<file path="src/rtl/mem_arbiter.sv">
// Two-requester (fetch/data) arbiter onto a single RAM port, data-priority with a fetch
// starvation guard. Define MEM_ARB_STATS_EN to build the stall-statistics counters.
module mem_arbiter (
    input  logic        CLK,
    input  logic        RST,
    input  logic        iREN,
    input  logic [31:0] iaddr,
    output logic [31:0] iload,
    output logic        ihit,
    input  logic        dREN,
    input  logic        dWEN,
    input  logic [31:0] daddr,
    input  logic [31:0] dstore,
    output logic [31:0] dload,
    output logic        dhit,
    output logic        ramREN,
    output logic        ramWEN,
    output logic [31:0] ramaddr,
    output logic [31:0] ramstore,
    input  logic [31:0] ramload,
    input  logic [1:0]  ramstate,
    output logic        err,
    output logic [31:0] istall_cnt,
    output logic [31:0] dstall_cnt
);

    localparam logic [1:0] StIdle = 2'd0;
    localparam logic [1:0] StIgnt = 2'd1;
    localparam logic [1:0] StDgnt = 2'd2;

    localparam logic [1:0] RamAccess = 2'b10;
    localparam logic [1:0] RamError  = 2'b11;

    localparam logic [2:0] StreakMax = 3'd4;

    logic [1:0] state_q, state_d;
    logic [2:0] streak_q, streak_d;
    logic       dreq;

    assign dreq = dREN | dWEN;

    always_comb begin
        state_d  = state_q;
        streak_d = streak_q;
        ramREN   = 1'b0;
        ramWEN   = 1'b0;
        ramaddr  = 32'd0;
        ramstore = 32'd0;
        ihit     = 1'b0;
        dhit     = 1'b0;
        iload    = 32'd0;
        dload    = 32'd0;
        err      = 1'b0;
        case (state_q)
            StIdle: begin
                if (streak_q == StreakMax && iREN) state_d = StIgnt;
                else if (dreq)                     state_d = StDgnt;
                else if (iREN)                     state_d = StIgnt;
            end
            StIgnt: begin
                ramREN  = iREN;
                ramaddr = iaddr;
                if (!iREN) begin
                    state_d = StIdle;
                end else if (ramstate == RamAccess) begin
                    ihit     = 1'b1;
                    iload    = ramload;
                    state_d  = StIdle;
                    streak_d = 3'd0;
                end else if (ramstate == RamError) begin
                    err     = 1'b1;
                    state_d = StIdle;
                end
            end
            StDgnt: begin
                ramWEN   = dWEN;
                ramREN   = dREN & ~dWEN;
                ramaddr  = daddr;
                ramstore = dstore;
                if (!dreq) begin
                    state_d = StIdle;
                end else if (ramstate == RamAccess) begin
                    dhit    = 1'b1;
                    dload   = ramload;
                    state_d = StIdle;
                    // Saturate so a dropped-then-restored fetch cannot push past the threshold.
                    if (!iREN)                  streak_d = 3'd0;
                    else if (streak_q != StreakMax) streak_d = streak_q + 3'd1;
                end else if (ramstate == RamError) begin
                    err     = 1'b1;
                    state_d = StIdle;
                end
            end
            default: state_d = StIdle;
        endcase
        // An access interrupted by reset must not report completion or error.
        if (RST) begin
            ihit  = 1'b0;
            dhit  = 1'b0;
            iload = 32'd0;
            dload = 32'd0;
            err   = 1'b0;
        end
    end

    always_ff @(posedge CLK) begin
        if (RST) begin
            state_q  <= StIdle;
            streak_q <= 3'd0;
        end else begin
            state_q  <= state_d;
            streak_q <= streak_d;
        end
    end

`ifdef MEM_ARB_STATS_EN
    logic [31:0] istall_q, dstall_q;

    always_ff @(posedge CLK) begin
        if (RST) begin
            istall_q <= 32'd0;
            dstall_q <= 32'd0;
        end else begin
            if (iREN && !ihit) istall_q <= istall_q + 32'd1;
            if (dreq && !dhit) dstall_q <= dstall_q + 32'd1;
        end
    end

    assign istall_cnt = istall_q;
    assign dstall_cnt = dstall_q;
`else
    assign istall_cnt = 32'd0;
    assign dstall_cnt = 32'd0;
`endif

endmodule

</file>
<file path="config.mk">
export PLATFORM = sky130hd
export DESIGN_NAME = mem_arbiter
export DESIGN_NICKNAME = d
export VERILOG_FILES = /design/src/rtl/mem_arbiter.sv
export SDC_FILE = /design/constraint.sdc
export NUM_CORES = 1
export LEC_CHECK = 0
export ABC_AREA = 1
export CAP_MARGIN = 10
export CORE_AREA = 2 2 130 132
export DETAILED_ROUTE_END_ITERATION = 8
export DIE_AREA = 0 0 132 134
export GPL_TIMING_DRIVEN = 0
export SLEW_MARGIN = 30
export SYNTH_ARGS = -nofsm -noshare
export SYNTH_HDL_FRONTEND = slang
export SYNTH_SLANG_ARGS = --single-unit
</file>
<file path="constraint.sdc">
create_clock -name CLK -period 4.45 [get_ports CLK]
set_input_delay 1.335 -clock CLK [delete_from_list [all_inputs] [get_ports CLK]]
set_output_delay 1.335 -clock CLK [all_outputs]
set_load 0.03 [all_outputs]
</file>
==> impl_metrics.env, run 1 <==
export IMPL_drv_slew=0
export IMPL_path_clk_slew_ns=0.03
export IMPL_antenna_found_initial=0
export IMPL_area_delta_synth_final_pct=150
export IMPL_coreArea_um2=16300
export IMPL_clock_root_buffer="clkbuf_16"
export IMPL_clkLatencyLatePin_ns=0.22
export IMPL_synth_area_um2=2090
export IMPL_grt_max_degree=11
export IMPL_n_antenna_cell=0
export IMPL_num_vias=3339
export IMPL_synth_top_cells_by_area="buf_4, nand2_1, inv_1"
export IMPL_ys_warn_count=0
export IMPL_portBuffers=266
export IMPL_io_pins=332
export IMPL_stdcell_area_um2=5240
export IMPL_hold_viol_final=0
export IMPL_routed_wirelength_um=10700
export IMPL_rsz0062_at_grt="false"
export IMPL_synth_top_area_share_pct=22.9
export IMPL_mostFrequentLayoutCell="clkdlybuf4s50_1"
export IMPL_cp_max_fo=10
export IMPL_viasPerCell=3.42
export IMPL_regToRegStartpoint="state_q[1]$_SDFFE_PP0P_"
export IMPL_fillerInstances=1795
export IMPL_reg2reg_slack_ns=2.86
export IMPL_reg2reg_depth=8
export IMPL_first_pass_iters=4
export IMPL_clock_skew_ns=0.000424
export IMPL_clock_fmax_mhz=229
export IMPL_relSlewSlack_pct=62.4
export IMPL_synth_distinct_cells=18
export IMPL_ys_seq_area_share_pct=4.78
export IMPL_gr_total_overflow=0
export IMPL_start_kind="input port"
export IMPL_wire_per_inst_um=11.0
export IMPL_die_height_um=134
export IMPL_hold_class="flop to flop"
export IMPL_fin_crit_ns=4.36
export IMPL_hp_start="streak_q[1]$_SDFFE_PP0P_"
export IMPL_setup_viol=0
export IMPL_die_area_um2=17700
export IMPL_holdBufCountCts=0
export IMPL_outcome="finished clean"
export IMPL_cts_setup_buffers=0
export IMPL_drc_errors=0
export IMPL_r2r_end="streak_q[1]$_SDFFE_PP0P_"
export IMPL_gp_congestion=0.789
export IMPL_tns_ns=0
export IMPL_arrival_ns=3.03
export IMPL_grt_pass1_vias=3005
export IMPL_cts_buffers_inserted=3
export IMPL_core_rowCount=47
export IMPL_antenna_left=0
export IMPL_placed_area_um2=5270
export IMPL_crit_required_ns=3.12
export IMPL_min_to="streak_q[1]$_SDFFE_PP0P_"
export IMPL_p_leak_nw=2.80
export IMPL_dp_cells=973
export IMPL_grtUsageTotal_pct=10.9
export IMPL_ir_drop_uv=126
export IMPL_fin_cells=977
export IMPL_cts_tree="yes"
export IMPL_cts_sinks=5
export IMPL_syn_inst=424
export IMPL_p_per_area_nw_per_um2=139
export IMPL_h_tree_depth=1
export IMPL_grt_pass1_wl_um=15800
export IMPL_max_cap_violations=0
export IMPL_first_iter_violations=109
export IMPL_period_share_pct=98.0
export IMPL_final_net_count=899
export IMPL_hold_depth=2
export IMPL_layout_common_cells="clkdlybuf4s50_1, nand2_1, inv_1"
export IMPL_worst_pin_slew_ns=0.563
export IMPL_syn_area_per_cell_um2=4.94
export IMPL_dpl_hpwl_um=9450
export IMPL_cp_end_kind="output port"
export IMPL_crit_type="input port to output port"
export IMPL_yosysTopAreaCell="buf_4"
export IMPL_die_width_um=132
export IMPL_ys_seq_elements=5
export IMPL_cts_buffer_depth=2
export IMPL_initial_core_util_pct=12.9
export IMPL_drive_above_1_share_pct=15.2
worst max-delay path by stage:
stage	from	cells past startpoint	end
after floorplan	RST	5	iload[3]
after global placement	ramstate[1]	7	dload[21]
after detailed placement	ramstate[1]	7	dload[21]
after CTS	ramstate[1]	7	dload[21]
after global routing	ramstate[1]	7	dload[9]
final	ramstate[1]	7	iload[17]
what timing repair did:
action | CTS | global route
pin swaps | 0 | 0
endpoints found under the setup margin | 66 | 32
resized for setup | 103 | 29
gates cloned | 0 | 0
power breakdown:
part           internal, mW  total [mW]  switching [mW]
Sequential           0.0469      0.0487         0.00184
Clock                 0.119       0.146          0.0271
Combinational         0.238       0.536           0.298
Total                 0.403       0.731           0.327
flip-flops by register name, summed over array words and instances, names as in the netlist:
signal    count
state_q       2
streak_q      3
area by class of cell:
cell class | count | area [um^2] | share of cell area [%]
Tap cell | 220 | 275 | 5.25
Buffer | 86 | 602 | 11.5
Clock buffer | 4 | 78.8 | 1.50
Sequential cell | 5 | 100 | 1.91
Inverter | 80 | 300 | 5.73
Multi-Input combinational cell | 316 | 1350 | 25.7
Timing Repair Buffer | 266 | 2540 | 48.4
per-layer routing:
layer | wire length [um] | vias up | part of all wire (%) | track usage [%]
met2 | 5610 | 198 | 52 | 21.6
met1 | 3910 | 1367 | 36 | 11.6
met3 | 1120 | 7 | 10 | 3.48
met4 | 82 | 0 | 0.76 | 1.15
li1 | - | 1767 | - | -
met5 | 0 | - | 0 | 0
Yosys cell counts (all sizes together):
cell	count
nand2	121
inv	79
buf	78
nor2	73
a21oi	39
nand3	11
clkbuf	8
ha	6
dfxtp	5
a31oi	1
clkinv	1
conb	1
nor3	1
critical path, stage by stage:
cell,delay (ns)
clkdlybuf4s50_1,0.53
nand2_1,0.16
nor3_4,0.22
inv_2,0.12
buf_6,0.16
nor2_1,0.09
dlygate4sd2_1,0.41
stage by stage:
step | hold WS, ns | power, mW | setup WS, ns | util, %
floorplan | 0.457 | 0.352 | 0.559 | -
global placement | 0.482 | 0.586 | -0.524 | 32.3
detailed placement | 0.486 | 0.588 | -0.536 | 32.3
CTS | 0.492 | 0.734 | -0.0109 | 32.6
global route | 0.530 | 0.774 | 0.00294 | 32.2
finish | 0.494 | 0.731 | 0.0871 | 32.2
logic make-up (layout without fill, tap and decap cells):
| logic type | Yosys count | after routing | synth area share [%] |
|---|---|---|---|
| flip-flops | 5 | 5 | 4.78 |
| other | 1 | 64 | 0.179 |
| buffers and inverters | 166 | 436 | 43.0 |
| adder cells (fa/ha/maj) | 6 | 6 | 3.58 |
| AND/OR/NAND/NOR | 206 | 206 | 38.9 |
| AO/OA/AOI/OAI | 40 | 40 | 9.62 |
Power figures use the tool's default switching activity.
==> run 2, diff against run 1 <==
--- a/config.mk
+++ b/config.mk
@@ -10,6 +10,7 @@
 export CORE_AREA = 2 2 130 132
 export DETAILED_ROUTE_END_ITERATION = 8
 export DIE_AREA = 0 0 132 134
+export GPL_ROUTABILITY_DRIVEN = 0
 export GPL_TIMING_DRIVEN = 0
 export SLEW_MARGIN = 30
 export SYNTH_ARGS = -nofsm -noshare
==> results of run 2 <==
No change in the layout: final DEF, timing and power equal those of run 1.
